===== src/rtl/uart_tx_top_if.sv =====
// Register bus between the SoC address decoder / read mux and the UART transmitter.
interface uart_tx_top_if;
    logic [1:0]  a;
    logic        we;
    logic [31:0] wd;
    logic [31:0] rd;

    modport master (output a, output we, output wd, input rd);
    modport slave  (input a, input we, input wd, output rd);
endinterface


===== src/rtl/uart_tx_top.sv =====
// Memory-mapped UART transmitter: byte FIFO, baud counter and 8N1 serialiser.
// Define UART_TX_PARITY_EN to add an even-parity bit (8E1 frames).
module uart_tx_top #(
    parameter int unsigned FIFO_DEPTH = 4,
    parameter logic [15:0] DIV_RESET  = 16'd434
) (
    input  logic         clk,
    input  logic         rst,
    uart_tx_top_if.slave bus,
    output logic         txd
);
    localparam int unsigned AW = $clog2(FIFO_DEPTH);
    localparam int unsigned PW = AW + 1;

    typedef enum logic [2:0] {S_IDLE, S_START, S_DATA, S_PAR, S_STOP} state_t;

    logic [7:0]    mem [FIFO_DEPTH];
    logic [PW-1:0] wr_ptr, rd_ptr, count;
    logic          empty, full, push_req, push, pop, ovf, en;
    logic [15:0]   div, div_m1;
    logic [7:0]    head;

    state_t        state, state_d;
    logic [7:0]    shift, shift_d;
    logic [2:0]    idx, idx_d;
    logic [15:0]   baud, baud_d;
    logic          bit_end, launch, txd_d;
`ifdef UART_TX_PARITY_EN
    logic          par, par_d;
`endif
    logic          unused_wd;

    assign unused_wd = ^bus.wd[31:16];

    // Pointers carry a wrap bit so full and empty are distinguishable.
    assign count    = wr_ptr - rd_ptr;
    assign empty    = (wr_ptr == rd_ptr);
    assign full     = (wr_ptr[AW] != rd_ptr[AW]) && (wr_ptr[AW-1:0] == rd_ptr[AW-1:0]);
    assign push_req = bus.we && (bus.a == 2'd0);
    assign push     = push_req && (!full || pop);
    assign head     = mem[rd_ptr[AW-1:0]];
    assign div_m1   = (div == 16'd0) ? 16'd0 : div - 16'd1;
    assign bit_end  = (baud == 16'd0);

    always_ff @(posedge clk) begin
        if (push) mem[wr_ptr[AW-1:0]] <= bus.wd[7:0];
    end

    always_ff @(posedge clk) begin
        if (rst) begin
            wr_ptr <= '0;
            rd_ptr <= '0;
            ovf    <= 1'b0;
            div    <= DIV_RESET;
            en     <= 1'b1;
        end else begin
            if (push) wr_ptr <= wr_ptr + PW'(1);
            if (pop)  rd_ptr <= rd_ptr + PW'(1);
            if (push_req && full && !pop)       ovf <= 1'b1;
            else if (bus.we && bus.a == 2'd1)   ovf <= 1'b0;
            if (bus.we && bus.a == 2'd2) div <= bus.wd[15:0];
            if (bus.we && bus.a == 2'd3) en  <= bus.wd[0];
        end
    end

    always_ff @(posedge clk) begin
        if (rst) begin
            state <= S_IDLE;
            shift <= '0;
            idx   <= '0;
            baud  <= '0;
            txd   <= 1'b1;
`ifdef UART_TX_PARITY_EN
            par   <= 1'b0;
`endif
        end else begin
            state <= state_d;
            shift <= shift_d;
            idx   <= idx_d;
            baud  <= baud_d;
            txd   <= txd_d;
`ifdef UART_TX_PARITY_EN
            par   <= par_d;
`endif
        end
    end

    // Next state; a frame may launch from IDLE or straight out of STOP.
    always_comb begin
        state_d = state;
        shift_d = shift;
        idx_d   = idx;
        baud_d  = baud;
        launch  = 1'b0;
        pop     = 1'b0;
        txd_d   = 1'b1;
`ifdef UART_TX_PARITY_EN
        par_d   = par;
`endif
        if (state != S_IDLE && !bit_end) baud_d = baud - 16'd1;
        case (state)
            S_IDLE:  launch = en && !empty;
            S_START: if (bit_end) begin
                state_d = S_DATA;
                idx_d   = 3'd0;
                baud_d  = div_m1;
            end
            S_DATA:  if (bit_end) begin
                shift_d = {1'b0, shift[7:1]};
                idx_d   = idx + 3'd1;
                baud_d  = div_m1;
`ifdef UART_TX_PARITY_EN
                if (idx == 3'd7) state_d = S_PAR;
`else
                if (idx == 3'd7) state_d = S_STOP;
`endif
            end
`ifdef UART_TX_PARITY_EN
            S_PAR:   if (bit_end) begin
                state_d = S_STOP;
                baud_d  = div_m1;
            end
`endif
            S_STOP:  if (bit_end) begin
                state_d = S_IDLE;
                launch  = en && !empty;
            end
            default: state_d = S_IDLE;
        endcase
        if (launch) begin
            pop     = 1'b1;
            shift_d = head;
            baud_d  = div_m1;
            state_d = S_START;
`ifdef UART_TX_PARITY_EN
            par_d   = ^head;
`endif
        end
        case (state_d)
            S_START: txd_d = 1'b0;
            S_DATA:  txd_d = shift_d[0];
`ifdef UART_TX_PARITY_EN
            S_PAR:   txd_d = par_d;
`endif
            default: txd_d = 1'b1;
        endcase
    end

    // Read mux is combinational so loads complete in the same cycle.
    always_comb begin
        bus.rd = 32'd0;
        case (bus.a)
            2'd1:    bus.rd = {24'd0, 4'(count), ovf, (state != S_IDLE), full, empty};
            2'd2:    bus.rd = {16'd0, div};
            2'd3:    bus.rd = {31'd0, en};
            default: bus.rd = 32'd0;
        endcase
    end
endmodule

===== src/flat_wrapper.sv =====
// flat-port wrapper written by rule: the top's interface ports become plain ports
module uart_tx_top_flat 
#(
    parameter int unsigned FIFO_DEPTH = 4,
    parameter logic [15:0] DIV_RESET  = 16'd434
)
  (clk, rst, txd, bus_a, bus_we, bus_wd, bus_rd);
  uart_tx_top_if bus_i ();
  input  logic clk;
  input  logic rst;
  output logic txd;
  input wire logic [$bits(bus_i.a)-1:0] bus_a;
  input wire logic [$bits(bus_i.we)-1:0] bus_we;
  input wire logic [$bits(bus_i.wd)-1:0] bus_wd;
  output wire logic [$bits(bus_i.rd)-1:0] bus_rd;
  assign bus_i.a = bus_a;
  assign bus_i.we = bus_we;
  assign bus_i.wd = bus_wd;
  assign bus_rd = bus_i.rd;
  uart_tx_top #(.FIFO_DEPTH(FIFO_DEPTH), .DIV_RESET(DIV_RESET)) u_core (.clk(clk), .rst(rst), .bus(bus_i), .txd(txd));
endmodule

===== config.mk =====
export PLATFORM = sky130hd
export DESIGN_NAME = uart_tx_top_flat
export DESIGN_NICKNAME = d
export VERILOG_FILES = /design/src/rtl/uart_tx_top_if.sv /design/src/rtl/uart_tx_top.sv /design/src/flat_wrapper.sv
export SDC_FILE = /design/constraint.sdc
export NUM_CORES = 1
export LEC_CHECK = 0
export ABC_AREA = 1
export BUFFER_PORTS_ARGS = -buffer_cell sky130_fd_sc_hd__buf_2
export CAP_MARGIN = 20
export CORE_AREA = 2 2 138 86
export CTS_BUF_LIST = sky130_fd_sc_hd__clkbuf_16
export DETAILED_ROUTE_END_ITERATION = 8
export DIE_AREA = 0 0 140 88
export PLACE_DENSITY = 0.74
export SLEW_MARGIN = 30
export SYNTH_ARGS = -nofsm -noshare
export SYNTH_HDL_FRONTEND = slang
export SYNTH_SLANG_ARGS = --single-unit

===== constraint.sdc =====
create_clock -name clk -period 3 [get_ports clk]
set_clock_uncertainty 0.15 [all_clocks]
set_input_delay 0.15 -clock clk [delete_from_list [all_inputs] [get_ports clk]]
set_output_delay 0.15 -clock clk [all_outputs]
set_load 0.05 [all_outputs]

==> run_results.csv, run 1 <==
group,metric,value,unit
outcome,status,"finished, final reports clean",
job,drv_cap,0,
timing,min_period_over_period,0.816,
clock_network,clock_latency,0.35,ns
route,num_vias,4425,
power_and_ir_drop,peakVddDrop,0.388,mV
logic_synthesis,synth_ff_type,"dfxtp_1",
worst_setup_path,path_max_fanout,24,
place,pre_cts_slack,0.601,ns
floorplanning,dieWidth,140,µm
timing,tightestPinTransition,0.616,ns
clock_network,ctsHtreeMaxLevel,3,
place,dp.final_hpwl,8730,µm
floorplanning,rows,30,
global_route,grt_use_total,0.204,
route,drt_first_pass_iters,7,
floorplanning,core_area,11100,µm²
floorplanning,die_area,12300,µm²
logic_synthesis,syn_inst,648,
worst_setup_path,cp_data_arrival_time,2.36,ns
timing,layout_setup_ws,0.551,ns
worst_setup_path,path_cells,"inv_1, ha_1, nand2_2, nor2_1, nand2_2, nand2_2, nand2_4, nand2_1, nand2_2, nor2_1, buf_4",
logic_synthesis,ys_seq_area_frac,0.432,
timing,finalSetupViolCount,0,
clock_network,ctsRootBufferMaster,"clkbuf_16",
logic_synthesis,synthArstFlopShare,0,
worst_setup_path,cpPeakStageDelay,0.31,ns
finish,nFillCells,1008,
floorplanning,die_y,88,µm
logic_synthesis,synth_edf_count,32,
global_route,grt_max_degree,42,
logic_synthesis,yosys-top-cells-count,"122 x nand2_1, 107 x nor2_1, 73 x inv_1, 61 x o21ai_0, 57 x dfxtp_1",
clock_network,cts.reportedPaths.clkPinSlew,0.07,ns
worst_setup_path,reg2regPathDepth,11,
worst_setup_path,cp.required,2.91,ns
timing,whs,0.0537,ns
timing,final_hold_viol_count,0,
global_route,grt-ovfl-total,0,
worst_setup_path,cpMostUsedCell,"nand2_2",
worst_hold_path,hp-class,"in -> reg",
place,numPortBuffers,37,
logic_synthesis,yosys.area.top_type,"dfxtp_1",
logic_synthesis,netlist_top_cells_area,"dfxtp_1 23%, edfxtp_1 20%, nand2_1 9.4%",
logic_synthesis,synth_warnings,0,
route,wl,12100,µm
route,drc,0,
clock_network,clkSinkCount,89,
logic_synthesis,synth_area_per_cell,7.51,µm²
timing,finalMaxSlewViolations,0,
finish,diodes,0,
power_and_ir_drop,power.density,828,nW/µm²
timing,period_needed,2.45,ns
worst_setup_path,cp_slowest_cell,"dfxtp_1",
route,routedWlPerCell,14.1,µm
logic_synthesis,yosysMostFrequentCell,"nand2_1",
worst_hold_path,hold_depth,2,
logic_synthesis,synth_area,4870,µm²
clock_network,cts_buffers,9,
worst_setup_path,crit_path_end_kind,"flop",
floorplanning,ios,70,
finish,fin_nets,754,
clock_network,cts_resized,0,
global_route,grt_pass1_vias,4009,
power_and_ir_drop,power,4.65,mW
power_and_ir_drop,leakage,2.45,nW
timing,rsz0062_at_grt,"no",
logic_synthesis,yosys_register_bits,89,
global_route,grt_pass1_wl,19700,µm
timing,fmax,408,MHz
timing,slew_headroom,0.589,
clock_network,tritoncts,"built",
global_route,antenna_found_initial,0,
worst_setup_path,start_kind,"flop",
finish,drive_gt1_frac,0.124,
worst_setup_path,path_class,"reg -> reg",
timing,setup-tns-final,0,ns
logic_synthesis,synth_top_area_share,0.235,
logic_synthesis,yosysUniqueCellTypes,38,
route,drtAntennaViolNets,0,
floorplanning,start_util,0.439,
route,routed_via_density,5.19,
clock_network,clk_path_buf_depth,2,
place,gp_congestion,0.957,
finish,area_growth,15.4,%
route,drtIter0Drc,410,
[sequential cells by signal, indices dropped and copies added (netlist names), named ones only]
register	cells
u_core.en	1
u_core.ovf	1
u_core.idx	3
u_core.txd	1
u_core.rd_ptr	3
u_core.shift	8
u_core.div	16
u_core.baud	16
u_core.wr_ptr	3
u_core.state	3
u_core.mem	32
[cell families (layout without fill, tap and decap cells)]
| group | Yosys count | after routing | synth area share |
|---|---|---|---|
| adder cells (fa/ha/maj) | 13 | 13 | 0.0350 |
| flip-flops | 89 | 89 | 0.432 |
| XOR/XNOR | 10 | 10 | 0.0180 |
| AO/OA/AOI/OAI | 123 | 123 | 0.140 |
| AND/OR/NAND/NOR | 303 | 303 | 0.270 |
| other | 1 | 16 | 0.000771 |
| buffers and inverters | 109 | 155 | 0.104 |
[critical path: cells and delay by family, from the launching register on]
family | cells | cell delay (ns)
buffers and inverters | 2 | 0.35
adders and majority gates | 1 | 0.25
and+or+nand+nor | 8 | 1.06
DFF | 1 | 0.31
[cell usage in the layout (no fill, tap or decap), drive strengths merged, types with 6 or more instances in the layout]
cell,count
clkbuf,9
ha,12
nor2,116
buf,43
o21ai,63
xor2,7
conb,16
edfxtp,32
inv,82
nand2,133
dfxtp,57
o211ai,6
dlygate4sd3,19
nor3,9
o22ai,11
a21oi,35
nand3,38
a31oi,6
[path summary, 6_finish.rpt]
check | startpoint | end | slack, ns
max reg2reg | u_core.baud[0] | u_core.mem[0][5] | 0.55
min | rst | u_core.state[1] | 0.05
max | u_core.baud[0] | u_core.mem[0][5] | 0.55
min reg2reg | u_core.idx[0] | u_core.idx[0] | 0.32
[final cells by class]
type,instances,area (µm²),area share
clock buffers,9,225,0.0401
clock inverters,7,82.6,0.0147
inverters,77,294,0.0524
multi-input cells,465,2310,0.412
flip-flops and latches,89,2100,0.374
well taps,144,180,0.0321
repair buffers,62,420,0.0748
[power by group]
group,total [mW],leakage [nW],switching [mW],internal [mW]
Combinational,1.88,1.54,1.31,0.570
Clock,1.18,0.152,0.520,0.664
Sequential,1.59,0.757,0.154,1.43
[through the flow]
step                cells  instance area (µm²)   util
floorplan             663                 4920      -
global placement      818                 5120  0.462
detailed placement    818                 5120  0.462
CTS                   853                 5620  0.507
global route          853                 5620  0.507
finish                853                 5620  0.507
[layer usage]
metal,wire length (µm),GRT usage,vias up
li1,-,-,2194
met1,5950,0.295,2049
met2,4970,0.305,163
met3,970,0.0470,19
met4,168,0.0652,0
met5,0,0,-
[repair_timing]
item                      4_1_cts  5_1_grt
hold buffers                   19        0
hold endpoints to repair       47        0
setup buffers                   0        0
Note: power is estimated with default switching activity, not from simulation.
==> run 2: changes to the inputs <==
ABC_AREA = 0   (was 1)
CORE_AREA = 2 2 134 84   (was 2 2 138 86)
DIE_AREA = 0 0 136 86   (was 0 0 140 88)
PLACE_DENSITY = 0.77   (was 0.74)
clock period = 2.09 ns   (was 3 ns; I/O delays follow)
==> run 2 against run 1 <==
Compared with the run above: the run now ends with negative setup slack left; synthesized area decreased by 4.8%; count of clock-buffer cells in the layout unchanged; combinational power increased by 77%; total power increased by 55%; clock power rose by 42%; maximum frequency grew 7.6%; register-to-register slack worse by 0.74 ns; synthesized cell count shrank 26%; core utilization increased by 12 points; sequential power grew 40%; critical path type unchanged; largest cell class unchanged.
==> run_results.csv, run 2 <==
group,metric,value,unit
outcome,status,"complete, but fails checks",
outcome,violations,"negative setup slack",
worst_hold_path,hp-class,"in -> reg",
power_and_ir_drop,power,7.22,mW
finish,layout.cells.non_filler,742,
global_route,grt_pass1_wl,20700,µm
global_route,grt_use_total,0.230,
floorplanning,die_y,86,µm
clock_network,clock_latency,0.35,ns
logic_synthesis,synth_area_per_cell,9.67,µm²
global_route,grt-ovfl-total,0,
floorplanning,dieWidth,136,µm
floorplanning,rows,29,
place,pre_cts_slack,-0.257,ns
worst_setup_path,crit_path_end_kind,"flop",
timing,fmax,439,MHz
logic_synthesis,synth_ff_type,"dfxtp_1",
power_and_ir_drop,peakVddDrop,0.600,mV
worst_setup_path,cp_top_family,"simple AND/OR/NAND/NOR gates",
worst_setup_path,start_kind,"flop",
finish,final_common_cell,"buf_4",
finish,utilization,0.623,
logic_synthesis,ys_seq_area_frac,0.454,
finish,layout_common_cells,"64 x buf_4, 52 x nand2_1, 48 x dfxtp_1, 34 x nor2_1, 34 x buf_2",
timing,setup-tns-final,-6.70,ns
logic_synthesis,synth_warnings,0,
finish,diodes,0,
timing,finalSetupViolCount,66,
floorplanning,die_area,11700,µm²
place,gp_congestion,0.883,
logic_synthesis,netlist_top_cells_area,"dfxtp_1 25%, edfxtp_1 21%, nand2_1 4.8%",
timing,min_period_over_period,1.09,
clock_network,clkSinkCount,89,
finish,largest_reg_flops,32,
logic_synthesis,yosys.area.top_type,"dfxtp_1",
place,dp.final_hpwl,8470,µm
finish,stdcell_area,6460,µm²
logic_synthesis,yosysUniqueCellTypes,57,
worst_setup_path,path_max_fanout,5,
timing,period_needed,2.28,ns
logic_synthesis,yosys-top-cells-count,"59 x nand2_1, 57 x dfxtp_1, 46 x nor2_1, 32 x edfxtp_1, 29 x a21oi_1",
floorplanning,ios,70,
route,drc,0,
route,routedWlPerCell,18.8,µm
route,wl,13900,µm
clock_network,ctsHtreeMaxLevel,3,
worst_setup_path,cp_slowest_cell,"or4_4",
finish,area_growth,39.5,%
worst_setup_path,cp_data_arrival_time,2.41,ns
timing,tightestPinTransition,0.680,ns
route,num_vias,4152,
clock_network,clk_path_buf_depth,2,
logic_synthesis,yosysMostFrequentCell,"nand2_1",
route,drtIter0Drc,370,
clock_network,cts_buffers,9,
finish,nFillCells,788,
place,numPortBuffers,37,
global_route,antenna_found_initial,0,
logic_synthesis,yosys_register_bits,89,
route,drtAntennaViolNets,0,
worst_setup_path,path_class,"reg -> reg",
power_and_ir_drop,leakage,2.48,nW
worst_setup_path,cpPeakStageDelay,0.53,ns
finish,seq_area,2110,µm²
clock_network,tritoncts,"built",
clock_network,cts.reportedPaths.clkPinSlew,0.07,ns
timing,whs,0.0496,ns
place,placed_cells,688,
job,drv_cap,0,
logic_synthesis,syn_inst,479,
place,dpl_cell_area,5350,µm²
global_route,grt_max_degree,36,
route,routed_via_density,5.60,
worst_setup_path,path_cells,"or4_4, or4_4, nor4_4, xor2_1, nand2_1, a211oi_2",
global_route,grt_pass1_vias,3993,
floorplanning,core_area,10400,µm²
finish,fin_nets,648,
timing,rsz0062_at_grt,"yes",
worst_setup_path,cpMostUsedCell,"or4_4",
worst_setup_path,cp.required,2.22,ns
route,drt_first_pass_iters,5,
logic_synthesis,synthArstFlopShare,0,
finish,multi_input_area,2800,µm²
logic_synthesis,synth_top_area_share,0.246,
power_and_ir_drop,power.density,1120,nW/µm²
floorplanning,start_util,0.446,
logic_synthesis,synth_edf_count,32,
worst_setup_path,critPathBufInv,0,
timing,slew_headroom,0.546,
clock_network,ctsRootBufferMaster,"clkbuf_16",
timing,finalMaxSlewViolations,0,
finish,drive_gt1_frac,0.405,
logic_synthesis,synth_area,4630,µm²
timing,layout_setup_ws,-0.187,ns
timing,final_hold_viol_count,0,
## run 2: cell types whose count changed after synthesis, moves of 15 or more
cell     before  now
inv_1        73   10
nand2_1     122   59
nor2_1      107   46
o21ai_0      61   14
nand3_1      38   15
and2_1        0   15
## run 2: cells by family (layout without fill, tap and decap cells)
group	Yosys count	in the layout	share of synthesized area
buffers and inverters	52	159	0.0586
xor gates and xnor gates	28	28	0.0530
adders and majority gates	13	13	0.0367
AOI/OAI and AO/OA	79	79	0.109
and+or+nand+nor	198	200	0.225
muxes	19	19	0.0630
other	1	16	0.000810
DFF	89	89	0.454
## run 2: area by class of cell
| cell class | count | share of cell area |
|---|---|---|
| tap | 139 | 0.0269 |
| multi-input combinational | 355 | 0.433 |
| clock buffer | 9 | 0.0349 |
| sequential | 89 | 0.327 |
| timing repair buffer | 133 | 0.160 |
| inverter | 10 | 0.00581 |
| clock inverter | 7 | 0.0130 |
## run 2: path summary, 6_finish.rpt
path	slack, ns	endpoint	depth (start not counted)	startpoint
setup / recovery	-0.19	u_core.baud[13]	6	u_core.div[2]
hold / removal	0.05	u_core.ovf	4	bus_a[1]
setup reg to reg	-0.19	u_core.baud[13]	6	u_core.div[2]
hold reg to reg	0.35	u_core.ovf	2	u_core.ovf
## run 2: worst reg2reg max path, delay by kind of cell, from the launching register on
kind | cells | cell delay (ns)
compound gates | 1 | 0.22
xor+xnor | 1 | 0.19
flops | 1 | 0.32
simple gates | 4 | 1.32
## run 2: power breakdown
group / total, mW / internal (mW) / switching [mW]
Clock: 1.67 / 0.857 / 0.812
Combinational: 3.32 / 1.59 / 1.73
Sequential: 2.23 / 2.02 / 0.213
Total: 7.22 / 4.46 / 2.75
## run 2: timing repair
item,CTS,global route
endpoints found under the setup margin,65,74
setup buffers,9,8
hold buffers,17,0
gates resized for setup,39,88
gates cloned,5,1
pin swaps,27,33
endpoints found under the hold margin,49,0
## run 2: layer usage
metal / vias up / routed length, µm / global-route usage
li1: 1914 / - / -
met1: 2040 / 6170 / 0.311
met5: - / 0 / 0
met3: 35 / 850 / 0.0573
met4: 0 / 348 / 0.0814
met2: 163 / 6540 / 0.360
==> run 3: changes to the inputs <==
MAX_ROUTING_LAYER = met4   (was unset)
==> run 3 against run 2 <==
Compared with the run above: the run still ends with negative setup slack left; first-iteration DRC count rose by 13%; design area about the same; sequential power hardly changed; die area stayed put; wire length up 1.8%; global-route usage is 0.69 points higher.
==> run_results.csv, run 3 (same netlist as run 2, synthesis figures left out) <==
group,metric,value,unit
outcome,status,"complete, but fails checks",
outcome,violations,"negative setup slack",
clock_network,tritoncts,"built",
worst_setup_path,reg2regPathDepth,7,
power_and_ir_drop,power.share.clock,0.230,
finish,largest_reg_flops,32,
floorplanning,dieWidth,136,µm
global_route,grt_pass1_vias,3980,
job,drv_cap,0,
timing,setup-tns-final,-6.35,ns
route,routedWlPerCell,19.1,µm
timing,slew_headroom,0.543,
timing,min_period_over_period,1.11,
global_route,grt-ovfl-total,0,
place,pre_cts_slack,-0.257,ns
power_and_ir_drop,seq_power_share,0.309,
floorplanning,die_y,86,µm
worst_hold_path,min_to,"u_core.ovf",
power_and_ir_drop,p_comb_frac,0.461,
place,placed_cells,688,
finish,layout_common_cells,"65 x buf_4, 52 x nand2_1, 47 x dfxtp_1, 35 x nor2_1, 34 x buf_2",
floorplanning,die_area,11700,µm²
power_and_ir_drop,power.density,1120,nW/µm²
power_and_ir_drop,leakage,2.48,nW
power_and_ir_drop,peakVddDrop,0.596,mV
finish,seq_area,2110,µm²
worst_setup_path,path_class,"reg -> reg",
worst_hold_path,worstHoldStart,"bus_a[0]",
floorplanning,core_area,10400,µm²
timing,finalMaxSlewViolations,0,
finish,nFillCells,787,
worst_setup_path,cp_slowest_cell,"or3b_2",
clock_network,ctsRootBufferMaster,"clkbuf_16",
power_and_ir_drop,p_int,4.46,mW
finish,drive_gt1_frac,0.401,
route,routed-wl-met2,6760,µm
finish,area_growth,39.4,%
worst_setup_path,cp_top_family,"compound AO/OA/AOI/OAI gates",
worst_setup_path,cpPeakStageDelay,0.53,ns
timing,final_hold_viol_count,0,
clock_network,clock_latency,0.35,ns
global_route,antenna_found_initial,0,
route,wl,14200,µm
route,drtIter0Drc,419,
route,m1WireLength,5950,µm
finish,final_common_cell,"buf_4",
finish,diodes,0,
clock_network,ctsHtreeMaxLevel,3,
worst_setup_path,critPathBufInv,1,
timing,rsz0062_at_grt,"yes",
clock_network,clk_path_buf_depth,2,
worst_setup_path,r2r_slack,-0.24,ns
worst_setup_path,reg2reg_to,"u_core.baud[1]",
timing,period_needed,2.33,ns
floorplanning,rows,29,
timing,layout_setup_ws,-0.235,ns
route,drtAntennaViolNets,0,
route,drc,0,
place,gp_congestion,0.898,
place,numPortBuffers,37,
worst_setup_path,crit_path_end_kind,"flop",
clock_network,clkSinkCount,89,
clock_network,cts_buffers,9,
route,drt_first_pass_iters,5,
worst_setup_path,path_cells,"or3b_2, a31oi_2, a21oi_4, o22ai_4, buf_6, nand3b_1, a21oi_1",
worst_setup_path,cp.required,2.20,ns
global_route,grt_use_total,0.237,
worst_setup_path,path_max_fanout,7,
power_and_ir_drop,p_sw_frac,0.382,
timing,finalSetupViolCount,66,
timing,fmax,430,MHz
route,routed_via_density,5.68,
worst_setup_path,start_kind,"flop",
route,num_vias,4215,
floorplanning,start_util,0.446,
power_and_ir_drop,p_switching,2.76,mW
global_route,grt_max_degree,36,
worst_setup_path,timing.rr.start,"u_core.en",
finish,fin_nets,648,
timing,tightestPinTransition,0.685,ns
route,top_layer_used,"met4",
finish,layout.cells.non_filler,742,
floorplanning,ios,70,
worst_hold_path,hold_depth,4,
global_route,grt_pass1_wl,20700,µm
worst_hold_path,hp-class,"in -> reg",
place,dp.final_hpwl,8470,µm
finish,multi_input_area,2790,µm²
clock_network,cts.reportedPaths.clkPinSlew,0.07,ns
worst_setup_path,cp_data_arrival_time,2.44,ns
route,routed-wl-met3,1140,µm
[run 3: final cells by class]
type,count,area share
clock buffers,9,0.0349
inverters,10,0.00581
multi-input cells,355,0.433
repair buffers,133,0.159
flip-flops and latches,89,0.327
clock inverters,7,0.0130
well taps,139,0.0269
[run 3: repair_timing]
action                                  CTS  global route
gates cloned                              5             1
hold buffers                             17             0
endpoints found under the setup margin   65            74
gates resized for setup                  39            86
buffers inserted                          9             8
pin swaps                                27            33
endpoints found under the hold margin    49             0
[run 3: power groups by stage]
stage | Combinational [mW] | Sequential (mW) | Clock (mW)
global route | 3.52 | 2.25 | 1.74
finish | 3.33 | 2.23 | 1.66
floorplan | 1.53 | 2.21 | 0
CTS | 2.62 | 2.19 | 1.67
detailed placement | 2.30 | 2.21 | 0
global placement | 2.23 | 2.20 | 0
[run 3: worst min-delay path, delay by kind of cell]
kind / cells / cell delay, ns
AOI/OAI and AO/OA: 1 / 0.06
buffers and inverters: 1 / 0.16
and+or+nand+nor: 2 / 0.19
[run 3: through the flow]
stage / power [mW] / utilization / hold slack, ns / instance area (µm²)
CTS: 6.48 / 0.587 / 0.00185 / 6090
global placement: 4.43 / 0.515 / 0.168 / 5350
floorplan: 3.74 / - / 0.0534 / 4760
global route: 7.51 / 0.622 / 0.0895 / 6460
finish: 7.22 / 0.622 / 0.0663 / 6460
detailed placement: 4.51 / 0.515 / 0.167 / 5350
[run 3: metal layers]
metal,track usage,up-vias
met5,-,-
met4,0.0814,0
met3,0.0561,32
met2,0.360,220
met1,0.312,2052
li1,-,1911
[run 3: worst max-delay path by stage]
stage | start | to | slack, ns | depth (start not counted)
after CTS | u_core.div[2] | u_core.baud[13] | -0.16 | 6
after floorplan | u_core.div[3] | u_core.baud[13] | -0.15 | 8
after detailed placement | u_core.div[2] | u_core.baud[13] | -0.26 | 6
final | u_core.en | u_core.baud[1] | -0.24 | 7
after global placement | u_core.div[2] | u_core.baud[13] | -0.15 | 6
after global routing | u_core.div[2] | u_core.baud[13] | -0.26 | 6
